`src/rtl/hyper_cfg_seq_pkg.sv`:
```
// Shared types and helpers for the hyperbus boot-time configuration sequencer.
package hyper_cfg_seq_pkg;

   typedef enum logic [1:0] {
      ErrNone    = 2'd0,
      ErrBus     = 2'd1,
      ErrVerify  = 2'd2,
      ErrTimeout = 2'd3
   } err_code_e;

   typedef enum logic [2:0] {
      StIdle = 3'd0,
      StWr   = 3'd1,
      StRd   = 3'd2,
      StDone = 3'd3,
      StErr  = 3'd4
   } state_e;

   localparam int unsigned DefRegAw = 32;
   localparam int unsigned DefRegDw = 32;

   // Default regbus structs, matching the register_interface typedef layout.
   typedef struct packed {
      logic [DefRegAw-1:0]   addr;
      logic                  write;
      logic [DefRegDw-1:0]   wdata;
      logic [DefRegDw/8-1:0] wstrb;
      logic                  valid;
   } reg_req_t;

   typedef struct packed {
      logic [DefRegDw-1:0] rdata;
      logic                error;
      logic                ready;
   } reg_rsp_t;

   function automatic int unsigned clamp_entries(input int unsigned req_n, input int unsigned max_n);
      return (req_n > max_n) ? max_n : req_n;
   endfunction

endpackage

```
`src/rtl/hyper_cfg_seq_timeout.sv`:
```
// Saturating wait counter; expired_o flags the cycle whose wait would reach MaxCycles.
module hyper_cfg_seq_timeout #(
   parameter int unsigned MaxCycles = 256
) (
   input  logic clk_i,
   input  logic rst_ni,
   input  logic clr_i,
   input  logic en_i,
   output logic expired_o
);

   localparam int unsigned CntW = (MaxCycles > 0) ? $clog2(MaxCycles + 1) : 1;

   logic [CntW-1:0] r_cnt;

   // Wait-cycle counter, saturating at the limit.
   always_ff @(posedge clk_i or negedge rst_ni) begin
      if (!rst_ni) begin
         r_cnt <= '0;
      end else if (clr_i) begin
         r_cnt <= '0;
      end else if (en_i && (r_cnt != CntW'(MaxCycles))) begin
         r_cnt <= r_cnt + 1'b1;
      end
   end

   // MaxCycles of zero disables expiry altogether.
   assign expired_o = (MaxCycles != 32'd0) && en_i && ((32'(r_cnt) + 32'd1) >= MaxCycles);

endmodule

```
`src/rtl/hyper_cfg_sequencer.sv`:
```
// Walks a table of (addr, data, verify) entries as regbus writes with optional read-back compare.
module hyper_cfg_sequencer #(
   parameter int unsigned NumEntries    = 8,
   parameter int unsigned RegAw         = 32,
   parameter int unsigned RegDw         = 32,
   parameter int unsigned TimeoutCycles = 256,
   parameter type reg_req_t = hyper_cfg_seq_pkg::reg_req_t,
   parameter type reg_rsp_t = hyper_cfg_seq_pkg::reg_rsp_t,
   localparam int unsigned CntW = $clog2(NumEntries + 1),
   localparam int unsigned IdxW = (NumEntries > 1) ? $clog2(NumEntries) : 1
) (
   input  logic                                 clk_i,
   input  logic                                 rst_ni,
   input  logic                                 start_i,
   input  logic [CntW-1:0]                      num_entries_i,
   input  logic [NumEntries-1:0][RegAw-1:0]     tbl_addr_i,
   input  logic [NumEntries-1:0][RegDw-1:0]     tbl_data_i,
   input  logic [NumEntries-1:0]                tbl_verify_i,
   output reg_req_t                             reg_req_o,
   input  reg_rsp_t                             reg_rsp_i,
   output logic                                 busy_o,
   output logic                                 done_o,
   output logic                                 error_o,
   output logic [1:0]                           err_code_o,
   output logic [IdxW-1:0]                      err_idx_o
);

   import hyper_cfg_seq_pkg::*;

   state_e          r_state,    w_state_nxt;
   logic            r_gap,      w_gap_nxt;
   logic [IdxW-1:0] r_idx,      w_idx_nxt;
   logic [CntW-1:0] r_num,      w_num_nxt;
   err_code_e       r_err_code, w_err_code_nxt;
   logic [IdxW-1:0] r_err_idx,  w_err_idx_nxt;

   logic            w_busy, w_valid, w_hs, w_last, w_expired;
   logic [CntW-1:0] w_num_clamped;

   // Every transaction opens with one idle cycle (r_gap), so valid never runs back-to-back.
   assign w_busy        = (r_state == StWr) || (r_state == StRd);
   assign w_valid       = w_busy && !r_gap;
   assign w_hs          = w_valid && reg_rsp_i.ready;
   assign w_last        = (CntW'(r_idx) + CntW'(1)) == r_num;
   assign w_num_clamped = CntW'(clamp_entries(32'(num_entries_i), NumEntries));

   hyper_cfg_seq_timeout #(
      .MaxCycles (TimeoutCycles)
   ) u_timeout (
      .clk_i     (clk_i),
      .rst_ni    (rst_ni),
      .clr_i     (!w_valid),
      .en_i      (w_valid && !reg_rsp_i.ready),
      .expired_o (w_expired)
   );

   // State and bookkeeping registers.
   always_ff @(posedge clk_i or negedge rst_ni) begin
      if (!rst_ni) begin
         r_state    <= StIdle;
         r_gap      <= 1'b0;
         r_idx      <= '0;
         r_num      <= '0;
         r_err_code <= ErrNone;
         r_err_idx  <= '0;
      end else begin
         r_state    <= w_state_nxt;
         r_gap      <= w_gap_nxt;
         r_idx      <= w_idx_nxt;
         r_num      <= w_num_nxt;
         r_err_code <= w_err_code_nxt;
         r_err_idx  <= w_err_idx_nxt;
      end
   end

   // Next-state logic; a completed handshake always beats a simultaneous timeout.
   always_comb begin
      w_state_nxt    = r_state;
      w_gap_nxt      = 1'b0;
      w_idx_nxt      = r_idx;
      w_num_nxt      = r_num;
      w_err_code_nxt = r_err_code;
      w_err_idx_nxt  = r_err_idx;
      case (r_state)
         StIdle, StDone, StErr: begin
            if (start_i) begin
               w_err_code_nxt = ErrNone;
               w_err_idx_nxt  = '0;
               w_idx_nxt      = '0;
               w_num_nxt      = w_num_clamped;
               if (w_num_clamped == '0) begin
                  w_state_nxt = StDone;
               end else begin
                  w_state_nxt = StWr;
                  w_gap_nxt   = 1'b1;
               end
            end else begin
               w_state_nxt = r_state;
            end
         end
         StWr: begin
            if (r_gap) begin
               w_gap_nxt = 1'b0;
            end else if (w_hs) begin
               if (reg_rsp_i.error) begin
                  w_state_nxt    = StErr;
                  w_err_code_nxt = ErrBus;
                  w_err_idx_nxt  = r_idx;
               end else if (tbl_verify_i[r_idx]) begin
                  w_state_nxt = StRd;
                  w_gap_nxt   = 1'b1;
               end else if (w_last) begin
                  w_state_nxt = StDone;
               end else begin
                  w_idx_nxt   = r_idx + 1'b1;
                  w_state_nxt = StWr;
                  w_gap_nxt   = 1'b1;
               end
            end else if (w_expired) begin
               w_state_nxt    = StErr;
               w_err_code_nxt = ErrTimeout;
               w_err_idx_nxt  = r_idx;
            end else begin
               w_state_nxt = StWr;
            end
         end
         StRd: begin
            if (r_gap) begin
               w_gap_nxt = 1'b0;
            end else if (w_hs) begin
               if (reg_rsp_i.error) begin
                  w_state_nxt    = StErr;
                  w_err_code_nxt = ErrBus;
                  w_err_idx_nxt  = r_idx;
               end else if (reg_rsp_i.rdata != tbl_data_i[r_idx]) begin
                  w_state_nxt    = StErr;
                  w_err_code_nxt = ErrVerify;
                  w_err_idx_nxt  = r_idx;
               end else if (w_last) begin
                  w_state_nxt = StDone;
               end else begin
                  w_idx_nxt   = r_idx + 1'b1;
                  w_state_nxt = StWr;
                  w_gap_nxt   = 1'b1;
               end
            end else if (w_expired) begin
               w_state_nxt    = StErr;
               w_err_code_nxt = ErrTimeout;
               w_err_idx_nxt  = r_idx;
            end else begin
               w_state_nxt = StRd;
            end
         end
         default: begin
            w_state_nxt = StIdle;
         end
      endcase
   end

   // Request fields decode from registered state, so they hold steady until the handshake.
   always_comb begin
      reg_req_o       = '0;
      reg_req_o.wstrb = '1;
      if (w_busy) begin
         reg_req_o.addr  = tbl_addr_i[r_idx];
         reg_req_o.wdata = tbl_data_i[r_idx];
         reg_req_o.write = (r_state == StWr);
         reg_req_o.valid = w_valid;
      end else begin
         reg_req_o.valid = 1'b0;
      end
   end

   assign busy_o     = w_busy;
   assign done_o     = (r_state == StDone);
   assign error_o    = (r_state == StErr);
   assign err_code_o = r_err_code;
   assign err_idx_o  = r_err_idx;

endmodule

```
`config.mk`:
```
export PLATFORM = sky130hd
export DESIGN_NAME = hyper_cfg_sequencer
export DESIGN_NICKNAME = d
export VERILOG_FILES = /design/src/rtl/hyper_cfg_seq_pkg.sv /design/src/rtl/hyper_cfg_seq_timeout.sv /design/src/rtl/hyper_cfg_sequencer.sv
export SDC_FILE = /design/constraint.sdc
export NUM_CORES = 1
export LEC_CHECK = 0
export CORE_AREA = 2 2 245 247
export DETAILED_ROUTE_END_ITERATION = 8
export DIE_AREA = 0 0 247 249
export GPL_TIMING_DRIVEN = 1
export SYNTH_ARGS = -nofsm -noshare
export SYNTH_HDL_FRONTEND = slang
export SYNTH_SLANG_ARGS = --single-unit
```
`constraint.sdc`:
```
create_clock -name clk_i -period 8.88 [get_ports clk_i]
set_input_delay 0.888 -clock clk_i [delete_from_list [all_inputs] [get_ports clk_i]]
set_output_delay 0.888 -clock clk_i [all_outputs]
set_load 0.01 [all_outputs]
```
==> results of run 1 <==
## final cells by class
cell class,instances,area (µm²),share of cell area
diodes,7,17.5,0.00130
flip-flops and latches,25,637,0.0472
repair buffers,642,6410,0.475
inverters,12,45.0,0.00334
well taps,773,967,0.0717
clock inverters,1,8.76,0.000650
clock buffers,3,75.1,0.00557
multi-input cells,542,5330,0.395
## cell usage after synthesis, types with 4 or more instances
cell type	n	area (µm²)
a21oi_1	15	75.1
a22oi_1	13	97.6
and2_1	4	25.0
and3_1	12	75.1
buf_1	10	37.5
buf_2	11	55.1
buf_4	10	75.1
clkbuf_1	22	82.6
dfrtp_1	25	626
inv_1	11	41.3
mux2_2	41	462
mux2i_1	78	781
mux4_2	93	2090
nand2_1	19	71.3
nand2b_1	9	56.3
nand3_1	4	20.0
nand4_1	5	31.3
nor2_1	78	293
nor2b_1	4	25.0
nor3_1	17	85.1
nor4_1	5	31.3
o211ai_1	6	45.0
o21ai_0	18	90.1
o21ai_1	4	20.0
o221ai_1	4	35.0
o22ai_1	25	156
or2_2	5	31.3
or3_1	11	68.8
xnor2_1	7	61.3
xor2_1	19	166
## path summary, 6_finish.rpt
kind                       startpoint           end  slack (ns)
setup / recovery             r_idx[0]  err_idx_o[2]        4.08
hold / removal               r_num[0]      r_num[0]        0.53
setup reg to reg             r_idx[0]  err_idx_o[2]        4.08
hold reg to reg              r_num[0]      r_num[0]        0.53
max in group asynchronous      rst_ni      r_idx[0]        7.59
min in group asynchronous      rst_ni      r_num[0]        1.00
## power by group through the flow
stage / Combinational, W / Sequential, W / Clock (W)
4_1_cts: 0.00265 / 0.000295 / 0.000109
3_5_place_dp: 0.00263 / 0.000297 / 0
2_1_floorplan: 0.00153 / 0.000174 / 0
6_report: 0.00261 / 0.000288 / 0.000108
3_3_place_gp: 0.00260 / 0.000293 / 0
5_1_grt: 0.00280 / 0.000306 / 0.000114
## logic make-up (layout without fill, tap and decap cells)
logic type,after synthesis,after routing
adder cells (fa/ha/maj),3,3
XOR/XNOR,26,26
buffers and inverters,68,658
multiplexers,213,213
other,1,11
flip-flops,25,25
AO/OA/AOI/OAI,106,106
AND/OR/NAND/NOR,190,190
## through the flow
step           std cells  power (W)  setup WS (ns)  hold WS, ns
2_1_floorplan        635    0.00171           5.19        0.464
4_1_cts             1998    0.00305           3.97        0.531
6_report            2005    0.00301           4.08        0.526
3_3_place_gp        1994    0.00290           4.04        0.505
3_5_place_dp        1994    0.00293           3.98        0.506
5_1_grt             2002    0.00322           3.71        0.567
## sequential cells by signal (all words and copies together) (netlist names)
signal           cells
err_code_o           2
err_idx_o            3
r_gap                1
r_idx                3
r_num                4
r_state              3
u_timeout.r_cnt      9
## routing by layer
metal / vias to the layer above / share of wire / wire, µm
met5: - / 0.0053 / 247
met4: 40 / 0.022 / 1020
met3: 82 / 0.11 / 5310
met2: 510 / 0.48 / 22400
met1: 3992 / 0.38 / 17900
li1: 3727 / - / -
## worst register-to-register path: cells and delay by family, from the launching register on
kind	cells	cell delay (ns)
flops	1	1.01
compound gates	1	0.27
simple gates	4	1.52
buf+inv	1	0.77
xor+xnor	1	0.18
mux	2	0.94
## cells in the final DEF, fill, tap and decap left out, types with 18 or more instances in the layout
master	Yosys	layout
mux2i_1	78	78
nor2_1	78	78
mux4_2	93	93
o22ai_1	25	25
dfrtp_1	25	22
nand2_1	19	19
mux2_2	41	41
clkdlybuf4s50_1	0	634
o21ai_0	18	18
xor2_1	19	19
==> impl_metrics.env, run 1 <==
export IMPL_synth_seq_cells=25
export IMPL_setup_viol=0
export IMPL_num_vias=8351
export IMPL_cts_hold_buf=0
export IMPL_power_net_switching_w=0.00143
export IMPL_status="completed"
export IMPL_p_clk_frac=0.036
export IMPL_core_area_um2=58700
export IMPL_use_met2=0.246
export IMPL_cp_arrival_ns=4.96
export IMPL_hold_path_depth=2
export IMPL_synth_compound_area_frac=0.113
export IMPL_finalMaxSlewViolations=0
export IMPL_cp_top_family="simple AND/OR/NAND/NOR gates"
export IMPL_cts_buffers=3
export IMPL_layout_nets=1790
export IMPL_grt_use_met3=0.0584
export IMPL_required_ns=9.04
export IMPL_dieArea_um2=61500
export IMPL_drive_above_1_share=0.133
export IMPL_ys_seq_area_frac=0.0997
export IMPL_crit_chain="buf_4 > mux4_2 > mux2i_1 > xor2_1 > nand2_1 > or4_1 > or3_1 > or3_4 > a32o_1"
export IMPL_hpwl_um=41100
export IMPL_placed_area_um2=13400
export IMPL_fin_crit_sh=0.540
export IMPL_grt_pass1_wl_um=63500
export IMPL_maxCapViolCount=0
export IMPL_rsz0062_at_grt="false"
export IMPL_postCtsSetupRepairBufs=0
export IMPL_overflow=0
export IMPL_fmax_ghz=0.209
export IMPL_synthAdderAreaFrac=0.00598
export IMPL_setup_tns_ns=0
export IMPL_worstSetupStartpointType="flop"
export IMPL_hold_class="flop to flop"
export IMPL_syn_mean_instance_area_um2=9.93
export IMPL_met1_usage=0.167
export IMPL_synth_top_family_by_area="multiplexers"
export IMPL_synth_area_um2=6280
export IMPL_p_comb_frac=0.868
export IMPL_wl_um=46800
export IMPL_drtAntennaViolNets=0
export IMPL_clk_latency_ns=0.27
export IMPL_synthFlopType="dfrtp_1"
export IMPL_rows=89
export IMPL_grt_max_degree=68
export IMPL_io_pins=639
export IMPL_busiest_layer="met2"
export IMPL_cts_sinks=25
export IMPL_synth_xor_area_frac=0.0363
export IMPL_utilization=0.230
export IMPL_seqPwrFrac=0.096
export IMPL_htree_levels=1
export IMPL_skew_ns=0.0124
export IMPL_cp_end_kind="flop"
export IMPL_crit_cells=9
export IMPL_tightestPinTransition_ns=0.971
export IMPL_drt_pass1_iterations=5
export IMPL_post_cts_resized=0
export IMPL_antenna_found_initial=36
export IMPL_viasPerCell=4.17
export IMPL_worstPathMaxFanout=52
export IMPL_dieHeight_um=249
export IMPL_synthMuxAreaShare=0.535
export IMPL_slew_limit_headroom=0.352
export IMPL_ir_drop_mv=0.143
export IMPL_leakage_nw=4.52
export IMPL_async_reset_ff_frac=1.00
export IMPL_yosysWarnings=0
export IMPL_cp_num_buf_inv=1
export IMPL_cts_tree="built"
export IMPL_track_usage=0.144
export IMPL_start_util=0.107
export IMPL_area_growth_pct=115
export IMPL_grt_pass1_vias=8881
export IMPL_ys_types=62
export IMPL_hold_viol=0
export IMPL_switching_share=0.475
export IMPL_p_int_w=0.00158
export IMPL_slowest_delay_ns=1.01
export IMPL_clk_pin_slew_worst_paths_ns=0.08
export IMPL_wl_per_cell_um=23.3
export IMPL_drc=0
export IMPL_drt_iter0_markers=473
export IMPL_dieWidth_um=247
export IMPL_synth_simple_gate_area_frac=0.155
export IMPL_syn_inst=632
export IMPL_worst_setup_path_type="flop to flop"
export IMPL_reg2reg_depth=9
export IMPL_port_buffers=634
export IMPL_fillers=6367
export IMPL_synth_edf_count=0
export IMPL_period_needed_ns=4.80
export IMPL_crit_slowest_cell="dfrtp_4"
export IMPL_final_area_um2=13500
export IMPL_root_buffer="clkbuf_16"
export IMPL_power_density_nw_per_um2=223
export IMPL_gp_congestion=0.934
export IMPL_cts_buffer_depth=2
Note: power is estimated with default switching activity, not from simulation.
==> inputs of run 2 (changes only) <==
- CORE_AREA: 2 2 245 247 -> 2 2 248 250
- DIE_AREA: 0 0 247 249 -> 0 0 250 252
- clock period: 8.88 -> 4.3 ns (I/O delays scaled with it)
==> impl_metrics.env, run 2 (synthesized netlist as in run 1, its figures left out) <==
export IMPL_cp_num_buf_inv=2
export IMPL_clk_pin_slew_worst_paths_ns=0.07
export IMPL_ff_latch_area_um2=637
export IMPL_final_common_cell="clkdlybuf4s50_1"
export IMPL_drt_pass1_iterations=5
export IMPL_drtAntennaViolNets=0
export IMPL_start_util=0.104
export IMPL_port_buffers=634
export IMPL_antenna_found_initial=29
export IMPL_regMostFlops="u_timeout.r_cnt"
export IMPL_cts_buffers=3
export IMPL_period_needed_ns=3.93
export IMPL_largest_reg_flops=9
export IMPL_rsz0062_at_grt="false"
export IMPL_hpwl_um=42100
export IMPL_overflow=0
export IMPL_ff2ff_setup_slack_ns=0.37
export IMPL_crit_chain="buf_4 > mux4_2 > mux2i_1 > xor2_1 > buf_4 > nand2_1 > or4_1 > or3_1 > or3_4 > a32o_1"
export IMPL_area_growth_pct=118
export IMPL_core_area_um2=60100
export IMPL_postCtsSetupRepairBufs=0
export IMPL_dieHeight_um=252
export IMPL_cts_hold_buf=0
export IMPL_setup_viol=0
export IMPL_slew_limit_headroom=0.573
export IMPL_grt_pass1_wl_um=63300
export IMPL_dieWidth_um=250
export IMPL_cp_end_kind="flop"
export IMPL_hold_viol=0
export IMPL_fin_cells=2033
export IMPL_fmax_ghz=0.254
export IMPL_ir_drop_mv=0.347
export IMPL_drive_above_1_share=0.146
export IMPL_cts_tree="built"
export IMPL_skew_ns=0.00793
export IMPL_dp_slack_ns=0.195
export IMPL_power_density_nw_per_um2=467
export IMPL_post_cts_resized=0
export IMPL_slowest_delay_ns=0.65
export IMPL_maxCapViolCount=0
export IMPL_rows=90
export IMPL_hold_class="input port to async pin"
export IMPL_p_total_w=0.00639
export IMPL_setup_ws_ns=0.370
export IMPL_fillers=6593
export IMPL_top_regs="u_timeout.r_cnt x9, r_num x4"
export IMPL_required_ns=4.46
export IMPL_dieArea_um2=63000
export IMPL_multiInputGateArea_um2=5330
export IMPL_status="completed"
export IMPL_grt_pass1_vias=8723
export IMPL_layout_nets=1809
export IMPL_crit_path_frequent_cell="buf_4"
export IMPL_root_buffer="clkbuf_16"
export IMPL_fin_crit_sh=0.914
export IMPL_wl_per_cell_um=23.2
export IMPL_io_pins=639
export IMPL_crit_slowest_cell="or4_1"
export IMPL_r2r_end="err_idx_o[2]"
export IMPL_drt_iter0_markers=538
export IMPL_drc=0
export IMPL_num_vias=8343
export IMPL_final_cell_mix="clkdlybuf4s50_1, mux4_2, mux2i_1, nor2_1, mux2_2"
export IMPL_worstSetupStartpointType="flop"
export IMPL_worstPathMaxFanout=18
export IMPL_wl_um=47200
export IMPL_cp_top_family="simple AND/OR/NAND/NOR gates"
export IMPL_cp_arrival_ns=4.09
export IMPL_leakage_nw=4.63
export IMPL_clk_latency_ns=0.27
export IMPL_gp_congestion=0.850
export IMPL_tightestPinTransition_ns=0.640
export IMPL_cts_sinks=25
export IMPL_reg2reg_from="r_idx[0]"
export IMPL_worst_setup_path_type="flop to flop"
export IMPL_htree_levels=1
export IMPL_dpl_cell_count=2022
export IMPL_setup_tns_ns=0
export IMPL_track_usage=0.141
export IMPL_cts_buffer_depth=2
export IMPL_reg2reg_depth=10
export IMPL_viasPerCell=4.10
export IMPL_finalMaxSlewViolations=0
export IMPL_grt_max_degree=61
## run 2: changes by cell type in the layout (fill, tap and decap cells not counted)
cell,previous run,this run
buf_12,0,4
buf_4,8,23
clkinvlp_4,0,1
inv_6,1,0
## run 2: worst reg2reg max path, delay by kind of cell (launching register included)
family                 cells  cell delay (ns)
buffers and inverters      2             0.46
multiplexers               2             0.72
XOR/XNOR                   1             0.21
flip-flops                 1             0.63
AO/OA/AOI/OAI              1             0.26
AND/OR/NAND/NOR            4             1.53
## run 2: worst max-delay path by stage
stage | startpoint | end | slack, ns | depth (start not counted)
finish | r_idx[0] | err_idx_o[2] | 0.37 | 10
global route | r_idx[0] | r_idx[2] | 0.22 | 10
CTS | r_idx[0] | err_idx_o[2] | 0.32 | 10
detailed placement | tbl_data_i[158] | err_idx_o[2] | 0.19 | 9
global placement | tbl_data_i[158] | err_idx_o[2] | 0.25 | 9
floorplan | r_idx[0] | reg_req_o[42] | 1.07 | 9
## run 2: layout make-up
| cell class | instances | area share |
|---|---|---|
| Antenna cell | 7 | 0.00128 |
| Clock buffer | 3 | 0.00549 |
| Clock inverter | 1 | 0.000549 |
| Inverter | 12 | 0.00329 |
| Multi-Input combinational cell | 542 | 0.389 |
| Sequential cell | 25 | 0.0465 |
| Tap cell | 782 | 0.0715 |
| Timing Repair Buffer | 661 | 0.482 |
## run 2: layer usage
metal,global-route usage,wire [µm],vias up
li1,-,-,3749
met1,0.172,18500,4041
met2,0.238,22700,459
met3,0.0501,5150,66
met4,0.0262,751,28
met5,0,171,-
## run 2: power by group
group / internal [W] / switching (W)
sequential: 0.000310 / 0.000170
combinational: 0.00293 / 0.00276
clock: 0.000127 / 0.0000918
## run 2: metrics by stage
| stage | cell area [µm²] | util | hold slack (ns) |
|---|---|---|---|
| after CTS | 13700 | 0.227 | 0.434 |
| after global placement | 13600 | 0.226 | 0.501 |
| after detailed placement | 13600 | 0.226 | 0.512 |
| after floorplan | 6290 | - | 0.134 |
| final | 13700 | 0.228 | 0.435 |
| after global routing | 13700 | 0.227 | 0.455 |
==> inputs of run 3 (changes only) <==
- TNS_END_PERCENT: default -> 50
==> results of run 3 <==
No change in the layout: final DEF, timing and power equal those of run 2.
